$ cat src/rtl/cordic_arbiter_if.sv
// cordic_arbiter_if
//   Bundles the requester, CORDIC-core and response signals of cordic_arbiter.
//   slave  : the arbiter's view (requests/core results in, grants/issue/results out)
//   master : the surrounding datapath's view (requesters, core and result sinks)
//   req_*      : per-requester packed valid/lock/mode/operands, requester i at slot i
//   cordic_*   : registered issue to the core and the core's result return
//   rsp_*      : registered one-hot result strobe plus shared result bus
//   busy       : lock held or any operation in flight
//   tag_err    : sticky core-valid vs tag-pipe disagreement
interface cordic_arbiter_if #(
    parameter int NUM_REQ      = 4,
    parameter int CORDIC_WIDTH = 22,
    parameter int ANGLE_WIDTH  = 16
);
    logic [NUM_REQ-1:0]              req_valid;
    logic [NUM_REQ-1:0]              req_ready;
    logic [NUM_REQ-1:0]              req_lock;
    logic [NUM_REQ-1:0]              req_mode;
    logic [NUM_REQ*CORDIC_WIDTH-1:0] req_x;
    logic [NUM_REQ*CORDIC_WIDTH-1:0] req_y;
    logic [NUM_REQ*ANGLE_WIDTH-1:0]  req_angle;

    logic                            cordic_in_valid;
    logic                            cordic_mode;
    logic [CORDIC_WIDTH-1:0]         cordic_x;
    logic [CORDIC_WIDTH-1:0]         cordic_y;
    logic [ANGLE_WIDTH-1:0]          cordic_angle;
    logic                            cordic_out_valid;
    logic [CORDIC_WIDTH-1:0]         cordic_x_out;
    logic [CORDIC_WIDTH-1:0]         cordic_y_out;
    logic [ANGLE_WIDTH-1:0]          cordic_angle_out;

    logic [NUM_REQ-1:0]              rsp_valid;
    logic [CORDIC_WIDTH-1:0]         rsp_x;
    logic [CORDIC_WIDTH-1:0]         rsp_y;
    logic [ANGLE_WIDTH-1:0]          rsp_angle;
    logic                            busy;
    logic                            tag_err;

    modport slave (
        input  req_valid, req_lock, req_mode, req_x, req_y, req_angle,
        input  cordic_out_valid, cordic_x_out, cordic_y_out, cordic_angle_out,
        output req_ready,
        output cordic_in_valid, cordic_mode, cordic_x, cordic_y, cordic_angle,
        output rsp_valid, rsp_x, rsp_y, rsp_angle, busy, tag_err
    );

    modport master (
        output req_valid, req_lock, req_mode, req_x, req_y, req_angle,
        output cordic_out_valid, cordic_x_out, cordic_y_out, cordic_angle_out,
        input  req_ready,
        input  cordic_in_valid, cordic_mode, cordic_x, cordic_y, cordic_angle,
        input  rsp_valid, rsp_x, rsp_y, rsp_angle, busy, tag_err
    );
endinterface

$ cat src/rtl/cordic_arbiter.sv
// cordic_arbiter
//   Shares one fully pipelined CORDIC core among NUM_REQ requesters.
//   Round-robin grant with an optional per-beat lock that holds the core for a
//   burst; every issued op carries its requester id down a tag pipe matched to
//   the core latency so the result is routed back to its originator.
//   i_clk  : clock, rising edge
//   i_rst  : asynchronous active-high reset
//   io_bus : cordic_arbiter_if.slave (requests, core issue/return, responses,
//            busy, tag_err)
module cordic_arbiter #(
    parameter int NUM_REQ       = 4,
    parameter int CORDIC_WIDTH  = 22,
    parameter int ANGLE_WIDTH   = 16,
    parameter int CORDIC_STAGES = 16
) (
    input  logic              i_clk,
    input  logic              i_rst,
    cordic_arbiter_if.slave   io_bus
);
    localparam int IDW = $clog2(NUM_REQ);

    typedef enum logic {
        S_IDLE,
        S_LOCKED
    } state_t;

    state_t                    r_state;
    state_t                    w_state_nxt;
    logic [IDW-1:0]            r_rr_ptr;
    logic [IDW-1:0]            r_owner;
    logic [IDW-1:0]            w_grant_id;
    logic                      w_found;
    logic                      w_xfer;
    logic [NUM_REQ-1:0]        w_ready;
    int unsigned               w_idx;

    logic                      w_sel_mode;
    logic [CORDIC_WIDTH-1:0]   w_sel_x;
    logic [CORDIC_WIDTH-1:0]   w_sel_y;
    logic [ANGLE_WIDTH-1:0]    w_sel_angle;

    logic                      r_in_valid;
    logic                      r_mode;
    logic [CORDIC_WIDTH-1:0]   r_x;
    logic [CORDIC_WIDTH-1:0]   r_y;
    logic [ANGLE_WIDTH-1:0]    r_angle;
    logic [IDW-1:0]            r_issue_id;

    logic [CORDIC_STAGES-1:0]  r_tag_v;
    logic [IDW-1:0]            r_tag_id [CORDIC_STAGES];
    logic                      w_head_v;
    logic [IDW-1:0]            w_head_id;
    logic                      w_tag_mis;
    logic                      w_accept;

    logic [NUM_REQ-1:0]        r_rsp_valid;
    logic [CORDIC_WIDTH-1:0]   r_rsp_x;
    logic [CORDIC_WIDTH-1:0]   r_rsp_y;
    logic [ANGLE_WIDTH-1:0]    r_rsp_angle;
    logic                      r_tag_err;

    // Grant selection and next state. In IDLE the search starts one past the
    // last granted requester; in LOCKED only the owner can be accepted.
    always_comb begin
        w_state_nxt = r_state;
        w_found     = 1'b0;
        w_grant_id  = '0;
        w_idx       = 0;
        case (r_state)
            S_IDLE: begin
                for (int unsigned k = 0; k < NUM_REQ; k++) begin
                    w_idx = 32'(r_rr_ptr) + 1 + k;
                    if (w_idx >= NUM_REQ) begin
                        w_idx = w_idx - NUM_REQ;
                    end
                    if (!w_found && io_bus.req_valid[IDW'(w_idx)]) begin
                        w_found    = 1'b1;
                        w_grant_id = IDW'(w_idx);
                    end
                end
                if (w_found && io_bus.req_lock[w_grant_id]) begin
                    w_state_nxt = S_LOCKED;
                end
            end
            S_LOCKED: begin
                w_grant_id = r_owner;
                w_found    = io_bus.req_valid[r_owner];
                if (w_found && !io_bus.req_lock[r_owner]) begin
                    w_state_nxt = S_IDLE;
                end
            end
            default: w_state_nxt = S_IDLE;
        endcase
        // Ready must stay low for the whole time reset is asserted.
        w_xfer  = w_found && !i_rst;
        w_ready = w_xfer ? (NUM_REQ'(1) << w_grant_id) : '0;
    end

    always_comb begin
        w_sel_mode  = 1'b0;
        w_sel_x     = '0;
        w_sel_y     = '0;
        w_sel_angle = '0;
        for (int unsigned i = 0; i < NUM_REQ; i++) begin
            if (IDW'(i) == w_grant_id) begin
                w_sel_mode  = io_bus.req_mode[IDW'(i)];
                w_sel_x     = io_bus.req_x[i*CORDIC_WIDTH +: CORDIC_WIDTH];
                w_sel_y     = io_bus.req_y[i*CORDIC_WIDTH +: CORDIC_WIDTH];
                w_sel_angle = io_bus.req_angle[i*ANGLE_WIDTH +: ANGLE_WIDTH];
            end
        end
    end

    always_ff @(posedge i_clk or posedge i_rst) begin
        if (i_rst) begin
            r_state    <= S_IDLE;
            r_rr_ptr   <= IDW'(NUM_REQ - 1);
            r_owner    <= '0;
            r_in_valid <= 1'b0;
            r_mode     <= 1'b0;
            r_x        <= '0;
            r_y        <= '0;
            r_angle    <= '0;
            r_issue_id <= '0;
        end else begin
            r_state    <= w_state_nxt;
            r_in_valid <= w_xfer;
            if (w_xfer) begin
                r_rr_ptr   <= w_grant_id;
                r_mode     <= w_sel_mode;
                r_x        <= w_sel_x;
                r_y        <= w_sel_y;
                r_angle    <= w_sel_angle;
                r_issue_id <= w_grant_id;
            end
            if (w_state_nxt == S_LOCKED) begin
                r_owner <= w_grant_id;
            end
        end
    end

    // The tag pipe is fed from the issue register, so the head lines up with
    // the core output CORDIC_STAGES cycles after cordic_in_valid.
    always_ff @(posedge i_clk or posedge i_rst) begin
        if (i_rst) begin
            r_tag_v <= '0;
            for (int unsigned i = 0; i < CORDIC_STAGES; i++) begin
                r_tag_id[i] <= '0;
            end
        end else begin
            r_tag_v     <= {r_tag_v[CORDIC_STAGES-2:0], r_in_valid};
            r_tag_id[0] <= r_issue_id;
            for (int unsigned i = 1; i < CORDIC_STAGES; i++) begin
                r_tag_id[i] <= r_tag_id[i-1];
            end
        end
    end

    assign w_head_v  = r_tag_v[CORDIC_STAGES-1];
    assign w_head_id = r_tag_id[CORDIC_STAGES-1];
    assign w_tag_mis = io_bus.cordic_out_valid != w_head_v;
    assign w_accept  = io_bus.cordic_out_valid && !w_tag_mis;

    always_ff @(posedge i_clk or posedge i_rst) begin
        if (i_rst) begin
            r_rsp_valid <= '0;
            r_rsp_x     <= '0;
            r_rsp_y     <= '0;
            r_rsp_angle <= '0;
            r_tag_err   <= 1'b0;
        end else begin
            if (w_tag_mis) begin
                r_tag_err <= 1'b1;
            end
            r_rsp_valid <= w_accept ? (NUM_REQ'(1) << w_head_id) : '0;
            if (w_accept) begin
                r_rsp_x     <= io_bus.cordic_x_out;
                r_rsp_y     <= io_bus.cordic_y_out;
                r_rsp_angle <= io_bus.cordic_angle_out;
            end
        end
    end

    assign io_bus.req_ready       = w_ready;
    assign io_bus.cordic_in_valid = r_in_valid;
    assign io_bus.cordic_mode     = r_mode;
    assign io_bus.cordic_x        = r_x;
    assign io_bus.cordic_y        = r_y;
    assign io_bus.cordic_angle    = r_angle;
    assign io_bus.rsp_valid       = r_rsp_valid;
    assign io_bus.rsp_x           = r_rsp_x;
    assign io_bus.rsp_y           = r_rsp_y;
    assign io_bus.rsp_angle       = r_rsp_angle;
    assign io_bus.tag_err         = r_tag_err;
    assign io_bus.busy            = (r_state == S_LOCKED) | (|r_tag_v) | r_in_valid
                                  | (|r_rsp_valid);
endmodule

$ cat src/flat_wrapper.sv
// flat-port wrapper written by rule: the top's interface ports become plain ports
module cordic_arbiter_flat 
#(
    parameter int NUM_REQ       = 4,
    parameter int CORDIC_WIDTH  = 22,
    parameter int ANGLE_WIDTH   = 16,
    parameter int CORDIC_STAGES = 16
)
  (i_clk, i_rst, io_bus_req_valid, io_bus_req_lock, io_bus_req_mode, io_bus_req_x, io_bus_req_y, io_bus_req_angle, io_bus_cordic_out_valid, io_bus_cordic_x_out, io_bus_cordic_y_out, io_bus_cordic_angle_out, io_bus_req_ready, io_bus_cordic_in_valid, io_bus_cordic_mode, io_bus_cordic_x, io_bus_cordic_y, io_bus_cordic_angle, io_bus_rsp_valid, io_bus_rsp_x, io_bus_rsp_y, io_bus_rsp_angle, io_bus_busy, io_bus_tag_err);
  cordic_arbiter_if #(.NUM_REQ(NUM_REQ), .CORDIC_WIDTH(CORDIC_WIDTH), .ANGLE_WIDTH(ANGLE_WIDTH)) io_bus_i ();
  input  logic i_clk;
  input  logic i_rst;
  input wire logic [$bits(io_bus_i.req_valid)-1:0] io_bus_req_valid;
  input wire logic [$bits(io_bus_i.req_lock)-1:0] io_bus_req_lock;
  input wire logic [$bits(io_bus_i.req_mode)-1:0] io_bus_req_mode;
  input wire logic [$bits(io_bus_i.req_x)-1:0] io_bus_req_x;
  input wire logic [$bits(io_bus_i.req_y)-1:0] io_bus_req_y;
  input wire logic [$bits(io_bus_i.req_angle)-1:0] io_bus_req_angle;
  input wire logic [$bits(io_bus_i.cordic_out_valid)-1:0] io_bus_cordic_out_valid;
  input wire logic [$bits(io_bus_i.cordic_x_out)-1:0] io_bus_cordic_x_out;
  input wire logic [$bits(io_bus_i.cordic_y_out)-1:0] io_bus_cordic_y_out;
  input wire logic [$bits(io_bus_i.cordic_angle_out)-1:0] io_bus_cordic_angle_out;
  output wire logic [$bits(io_bus_i.req_ready)-1:0] io_bus_req_ready;
  output wire logic [$bits(io_bus_i.cordic_in_valid)-1:0] io_bus_cordic_in_valid;
  output wire logic [$bits(io_bus_i.cordic_mode)-1:0] io_bus_cordic_mode;
  output wire logic [$bits(io_bus_i.cordic_x)-1:0] io_bus_cordic_x;
  output wire logic [$bits(io_bus_i.cordic_y)-1:0] io_bus_cordic_y;
  output wire logic [$bits(io_bus_i.cordic_angle)-1:0] io_bus_cordic_angle;
  output wire logic [$bits(io_bus_i.rsp_valid)-1:0] io_bus_rsp_valid;
  output wire logic [$bits(io_bus_i.rsp_x)-1:0] io_bus_rsp_x;
  output wire logic [$bits(io_bus_i.rsp_y)-1:0] io_bus_rsp_y;
  output wire logic [$bits(io_bus_i.rsp_angle)-1:0] io_bus_rsp_angle;
  output wire logic [$bits(io_bus_i.busy)-1:0] io_bus_busy;
  output wire logic [$bits(io_bus_i.tag_err)-1:0] io_bus_tag_err;
  assign io_bus_i.req_valid = io_bus_req_valid;
  assign io_bus_i.req_lock = io_bus_req_lock;
  assign io_bus_i.req_mode = io_bus_req_mode;
  assign io_bus_i.req_x = io_bus_req_x;
  assign io_bus_i.req_y = io_bus_req_y;
  assign io_bus_i.req_angle = io_bus_req_angle;
  assign io_bus_i.cordic_out_valid = io_bus_cordic_out_valid;
  assign io_bus_i.cordic_x_out = io_bus_cordic_x_out;
  assign io_bus_i.cordic_y_out = io_bus_cordic_y_out;
  assign io_bus_i.cordic_angle_out = io_bus_cordic_angle_out;
  assign io_bus_req_ready = io_bus_i.req_ready;
  assign io_bus_cordic_in_valid = io_bus_i.cordic_in_valid;
  assign io_bus_cordic_mode = io_bus_i.cordic_mode;
  assign io_bus_cordic_x = io_bus_i.cordic_x;
  assign io_bus_cordic_y = io_bus_i.cordic_y;
  assign io_bus_cordic_angle = io_bus_i.cordic_angle;
  assign io_bus_rsp_valid = io_bus_i.rsp_valid;
  assign io_bus_rsp_x = io_bus_i.rsp_x;
  assign io_bus_rsp_y = io_bus_i.rsp_y;
  assign io_bus_rsp_angle = io_bus_i.rsp_angle;
  assign io_bus_busy = io_bus_i.busy;
  assign io_bus_tag_err = io_bus_i.tag_err;
  cordic_arbiter #(.NUM_REQ(NUM_REQ), .CORDIC_WIDTH(CORDIC_WIDTH), .ANGLE_WIDTH(ANGLE_WIDTH), .CORDIC_STAGES(CORDIC_STAGES)) u_core (.i_clk(i_clk), .i_rst(i_rst), .io_bus(io_bus_i));
endmodule
$ cat config.mk
export PLATFORM = sky130hd
export DESIGN_NAME = cordic_arbiter_flat
export DESIGN_NICKNAME = d
export VERILOG_FILES = /design/src/rtl/cordic_arbiter_if.sv /design/src/rtl/cordic_arbiter.sv /design/src/flat_wrapper.sv
export SDC_FILE = /design/constraint.sdc
export NUM_CORES = 1
export LEC_CHECK = 0
export CAP_MARGIN = 20
export CELL_PAD_IN_SITES_DETAIL_PLACEMENT = 0
export CELL_PAD_IN_SITES_GLOBAL_PLACEMENT = 1
export CORE_MARGIN = 8
export CORE_UTILIZATION = 28
export DETAILED_ROUTE_END_ITERATION = 7
export PLACE_DENSITY = 0.78
export REMOVE_ABC_BUFFERS = 1
export SLEW_MARGIN = 40
export SYNTH_ARGS = -nofsm -noshare
export SYNTH_HDL_FRONTEND = slang
export SYNTH_SLANG_ARGS = --single-unit
$ cat constraint.sdc
create_clock -name i_clk -period 8.5 [get_ports i_clk]
set_input_delay 1.275 -clock i_clk [delete_from_list [all_inputs] [get_ports i_clk]]
set_output_delay 1.275 -clock i_clk [all_outputs]
set_load 0.01 [all_outputs]
* Word level (Yosys, flattened, before mapping)
Cells that the tools add are included.
** Storage, ports and cells
- Word-level logic and storage cells :: 133
- Bits in registers :: 182
- Output and inout port bits :: 132
** Cells by class
- Shift-type cells :: 2
- Bitwise operators :: 4
- $add $sub $neg :: 8
- $lt $le $gt $ge :: 10
- Equality and inequality tests :: 4
- Multiplexer cells :: 58
- Reductions and logical operators :: 16
** Operators with widths (number)
- 22-bit two-way mux :: 8
- 32-bit by 3-bit greater-or-equal comparator with 1-bit output, second input constant :: 3
- 16-bit two-way mux :: 4
- 2-bit two-way mux :: 13
- 1-bit two-way mux :: 21
- 2-bit by 3-bit < comparator with 1-bit output, second input constant :: 6
- 16-bit OR reduction :: 1
- 1-bit binary-select mux with 2-bit select :: 7
- 3-bit by 2-bit adder with 4-bit output, second input constant :: 2
- 4-bit two-way mux :: 2
- 1-bit by 2-bit left shift with 4-bit output, first input constant :: 2
- 2-bit by 1-bit subtractor with 2-bit output, second input constant :: 4
- 1-bit logical AND :: 7
- 1-bit zero test :: 6
- 3-bit by 1-bit adder with 4-bit output, second input constant :: 1
- 2-bit equality test, first input constant :: 2
- 1-bit case mux with 2 select lines :: 2
- 2-bit case mux with 2 select lines :: 1
- 4-bit OR reduction :: 1
- 2-bit by 1-bit adder with 3-bit output, second input constant :: 1
- 3-bit greater-or-equal comparator, second input constant :: 1
- 1-bit OR :: 3
- 1-bit by 2-bit equality test with 1-bit output, first input constant :: 1
- 2-bit zero test :: 1
- other kinds (2) :: 2

* Depth between registers and ports, before layout
- Depth after elaboration :: 26
- Gate-level depth with buffers :: 9

* Least setup slack after synthesis
Ideal clock, no wire load.
- Path kind :: input to output
- From :: input port i_rst
- To :: output port io_bus_req_ready[2]
- Cell stages on the path :: 5
- Arrival time :: 6121 ps
- Slack :: 1104 ps
- Cell sequence :: inv_1 nand2_1 buf_2 buf_1 nor3_1
** Between the ends
- Word-level cells in the longest chain between the ends :: 3
** Ends and longest elaborated chain
- from (decl) :: line flat_wrapper.sv:12 : input logic i_rst;
- 1-bit zero test :: line cordic_arbiter.sv:95 : w_xfer = w_found && !i_rst;
- 1-bit logical AND :: line cordic_arbiter.sv:95
- 4-bit two-way mux :: line cordic_arbiter.sv:96 : w_ready = w_xfer ? (NUM_REQ'(1) << w_grant_id) : '0;
- to (decl) :: line flat_wrapper.sv:23 : output wire logic [$bits(io_bus_i.req_ready)-1:0] io_bus_req_ready;
No other way between the ends.

* Final worst setup path
- From :: input port io_bus_req_valid[3]
- To :: output port io_bus_req_ready[0]
** Between the ends
- Word-level cells in the longest chain between the ends :: 19
- Elaborated cells between the ends (all ways) :: 34
- Those cells by class :: 1 x shift; 26 x mux; 7 x reduce/logical
** Ends and longest elaborated chain
- from (decl) :: line flat_wrapper.sv:13 : input wire logic [$bits(io_bus_i.req_valid)-1:0] io_bus_req_valid;
- 1-bit binary-select mux with 2-bit select :: line cordic_arbiter.sv:76 : if (!w_found && io_bus.req_valid[IDW'(w_idx)]) begin
- 1-bit two-way mux (implied by the code) :: line cordic_arbiter.sv:76
- 1-bit two-way mux :: line cordic_arbiter.sv:76
- 1-bit two-way mux :: line cordic_arbiter.sv:69 : case (r_state)
- 1-bit zero test :: line cordic_arbiter.sv:76
- 1-bit logical AND :: line cordic_arbiter.sv:76
- 1-bit two-way mux :: line cordic_arbiter.sv:76
- 1-bit two-way mux :: line cordic_arbiter.sv:69
- (+3 left out)
- 1-bit two-way mux :: line cordic_arbiter.sv:69
- 1-bit zero test :: line cordic_arbiter.sv:76
- 1-bit logical AND :: line cordic_arbiter.sv:76
- 2-bit two-way mux or 1-bit two-way mux (tied branches) :: line cordic_arbiter.sv:76
- 2-bit two-way mux or 1-bit two-way mux (tied branches) :: line cordic_arbiter.sv:69
- 2-bit case mux with 2 select lines or 1-bit case mux with 2 select lines (tied branches) :: line cordic_arbiter.sv:69
- 1-bit by 2-bit left shift with 4-bit output or 1-bit logical AND (tied branches) :: line cordic_arbiter.sv:96, cordic_arbiter.sv:95
- 4-bit two-way mux (*) :: line cordic_arbiter.sv:96
Mark *: on every way between the ends. The rest lies on a longest branch, timed or not. The select of a mux whose other input is x is not followed.

==> flow_summary.json <==
{
  "cts_root_buffer": "clkbuf_16",
  "clk_latency_ns": 0.44,
  "report.final.setup_viol": 0,
  "power.switching_mw": 1.747,
  "drcViolationCount": 0,
  "drt-initial-drc-count": 265,
  "place_hpwl_um": 23930,
  "cts_tree": "yes",
  "clk_pin_slew_ns": 0.09,
  "via_count": 6990,
  "register_area_um2": 4557,
  "synthToLayoutAreaGrowth_pct": 69.14,
  "clkSinkCount": 182,
  "grt_max_degree": 74,
  "crit_buf_inv": 3,
  "worstSetupPathType": "primary input to output port",
  "power_mw": 4.615,
  "core_um2": 27780,
  "ys.warnings.count": 0,
  "synth_cell_types": 44,
  "numPortBuffers": 446,
  "netlist_area_um2": 7881,
  "instances_no_fill": 1483,
  "avgSynthCellArea_um2": 11.89,
  "gp_congestion": 0.8014,
  "wl_per_cell_um": 21.10,
  "run_status": "finished, final reports clean",
  "stdcell_area_um2": 13330,
  "track_usage_pct": 18.14,
  "ys_seq_area_share_pct": 57.82,
  "pwr-share-clk_pct": 18.4,
  "drive_gt1_share_pct": 12.51,
  "firstDrtPassIters": 5,
  "cts_hold_buf": 0,
  "worst_slack_ns": 2.774,
  "hold_path_class": "flop to flop",
  "p_int_mw": 2.868,
  "drv_cap": 0,
  "die_area_um2": 33770,
  "endpoint_kind": "output port",
  "start_util_pct": 28.37,
  "max_freq_mhz": 174.6,
  "total_leakage_power_nw": 5.329,
  "cts_setup_buffers": 0,
  "syn_inst": 663,
  "postRouteAntennaNets": 0,
  "grt_pass1_wl_um": 46950,
  "h-tree-depth": 4,
  "cts_buffers": 17,
  "min_period_ns": 5.726,
  "grt_pass1_vias": 7769,
  "finalCritPeriodShare_pct": 67.37,
  "rsz0062_at_grt": "false",
  "final_util_pct": 47.98,
  "crit_arrival_ns": 4.45,
  "p_seq_share_pct": 32.9,
  "placementRows": 61,
  "dp_cells": 1448,
  "sw_frac_of_total_pct": 37.85,
  "crit_top_cell": "clkdlybuf4s50_1",
  "placed_area_um2": 12660,
  "antenna_found_initial": 4,
  "fin_skew_ns": 0.02344,
  "routed_wl_um": 31290,
  "max_stage_delay_ns": 0.60,
  "path_cells": "clkdlybuf4s50_1, a211oi_1, o41a_2, buf_4, nand2_1, nor2_1, clkdlybuf4s50_1",
  "hold_viol": 0,
  "tightest_slew_ns": 0.7751,
  "pwr_density_cell_nw_per_um2": 346.2,
  "n_fill_cell": 2592,
  "ctsResizeCount": 0,
  "ir_worst_vdd_mv": 0.1617,
  "clockBufferDepth": 2,
  "cp_slowest_cell": "buf_4",
  "grt-ovfl-total": 0,
  "worst_ep_required_time_ns": 7.22,
  "multi_input_area_um2": 3067,
  "viasPerCell": 4.713,
  "drv_slew": 0,
  "slew_headroom_pct": 48.33,
  "fp.dieH_um": 183.8,
  "cpLargestDelayFamily": "buffers and inverters",
  "ys_ff_latch": 182,
  "final_nets": 1406,
  "worstSetupStartpointType": "primary input",
  "pwr-share-comb_pct": 48.7,
  "design.portCount": 447,
  "preCtsSetupSlack_ns": 2.756,
  "worst-path-max-fanout": 43,
  "die_w_um": 183.8
}
flip-flops by register name, summed over array words and instances (netlist names):
| name | count |
|---|---|
| u_core.io_bus.cordic_x | 22 |
| u_core.io_bus.cordic_angle | 16 |
| u_core.io_bus.rsp_angle | 16 |
| u_core.io_bus.cordic_in_valid | 1 |
| u_core.w_head_id | 2 |
| u_core.r_state | 1 |
| u_core.io_bus.rsp_x | 22 |
| u_core.io_bus.cordic_mode | 1 |
| u_core.io_bus.cordic_y | 22 |
| u_core.r_rr_ptr | 2 |
| u_core.io_bus.rsp_valid | 4 |
| u_core.r_tag_id | 30 |
| u_core.io_bus.rsp_y | 22 |
| u_core.r_tag_v | 16 |
| u_core.io_bus.tag_err | 1 |
| u_core.r_issue_id | 2 |
| u_core.r_owner | 2 |
final cells by class:
class                           instances  area share [%]
Inverter                                5          0.1971
Timing Repair Buffer                  456           34.20
Tap cell                              378           3.548
Antenna cell                            2         0.03754
Clock inverter                         15           1.633
Sequential cell                       182           34.18
Multi-Input combinational cell        428           23.01
Clock buffer                           17           3.191
cell families (layout without fill, tap and decap cells):
group,count (synthesis),count (layout),share of synthesized area (%)
AOI/OAI and AO/OA,199,199,14.62
muxes,128,128,18.54
DFF,182,182,57.82
and+or+nand+nor,100,100,5.461
buffers and inverters,53,493,3.397
adders and majority gates,1,1,0.1587
other,0,2,0
cell usage after synthesis:
cell       count  area [um^2]
o31a_1         1        8.760
a211oi_1       1        7.510
o21ai_0       22        110.1
o221ai_1       1        8.760
mux2_1        41        461.7
and3_1         1        6.260
o22a_1         1        8.760
a2bb2oi_1      1        8.760
o21a_1         4        30.03
ha_1           1        12.51
a21oi_1        1        5.000
or2_2          2        12.51
nor3b_1        1        7.510
buf_1          4        15.01
or4_4          1        11.26
mux2_2        79        889.6
o32ai_1        1        8.760
o21ai_1       96        480.5
a222oi_1       7        70.07
or4_1          2        15.01
mux2i_1        5        50.05
nand2b_1       2        12.51
inv_1          5        18.77
nand4_1        1        6.260
nor3_1         2        10.01
nor4_1         4        25.02
nand2_1       73        274.0
and3b_1        1        8.760
buf_2         10        50.05
o21ba_2        1        10.01
nand3_1        1        5.000
mux2_4         1        15.01
o41a_1         1        11.26
dfstp_2        2        52.55
nor2b_1        1        6.260
a21o_1         1        7.510
buf_4          1        7.510
dfrtp_1      180         4504
o22ai_1       59        369.1
clkbuf_1      26        97.59
o31ai_1        1        7.510
nor2_1         8        30.03
mux4_2         2        45.04
buf_6          7        78.83
final timing paths:
path	startpoint	to	slack (ns)	cells after the start
max in group asynchronous	i_rst	u_core.io_bus.cordic_x[3]	6.26	3
setup / recovery	io_bus_req_valid[3]	io_bus_req_ready[0]	2.77	7
setup reg to reg	u_core.r_rr_ptr[1]	u_core.io_bus.cordic_mode	5.54	7
min in group asynchronous	i_rst	u_core.io_bus.tag_err	1.20	2
hold reg to reg	u_core.r_tag_id[23]	u_core.r_tag_id[21]	0.34	0
hold / removal	u_core.r_tag_id[23]	u_core.r_tag_id[21]	0.34	0
metrics by stage:
| step | hold slack, ns | setup TNS, ns |
|---|---|---|
| floorplan | 0.3312 | -63.76 |
| global placement | 0.3317 | 0 |
| detailed placement | 0.3347 | 0 |
| CTS | 0.3429 | 0 |
| global route | 0.3580 | 0 |
| finish | 0.3445 | 0 |
layer usage:
metal | global-route usage (%) | part of all wire (%)
met1 | 20.23 | 38
met2 | 31.46 | 49
met3 | 7.530 | 11
met4 | 5.002 | 1.8
met5 | 0 | 0.032
placed cells by master, fill, tap and decap left out, types with 2 or more instances in the layout:
master / count
a222oi_1: 7
buf_4: 7
buf_6: 2
clkbuf_16: 17
clkdlybuf4s50_1: 446
clkinv_8: 6
dfrtp_1: 180
dfstp_2: 2
diode_2: 2
inv_1: 3
inv_12: 4
inv_6: 4
mux2_1: 41
mux2_2: 79
mux2i_1: 5
mux4_2: 2
nand2_1: 72
nand2b_1: 2
nor2_1: 8
nor3_1: 2
nor4_1: 4
o21a_1: 3
o21ai_0: 22
o21ai_1: 96
o22ai_1: 59
or2_2: 2
or4_1: 2
power groups by stage:
stage | Sequential (mW) | Combinational (mW) | Clock (mW)
after floorplan | 1.64 | 0.978 | 0
after global placement | 1.52 | 2.27 | 0
after detailed placement | 1.54 | 2.28 | 0
after CTS | 1.53 | 2.29 | 0.878
after global routing | 1.58 | 2.44 | 0.914
final | 1.52 | 2.25 | 0.848
(Power assumes the default switching activity.)
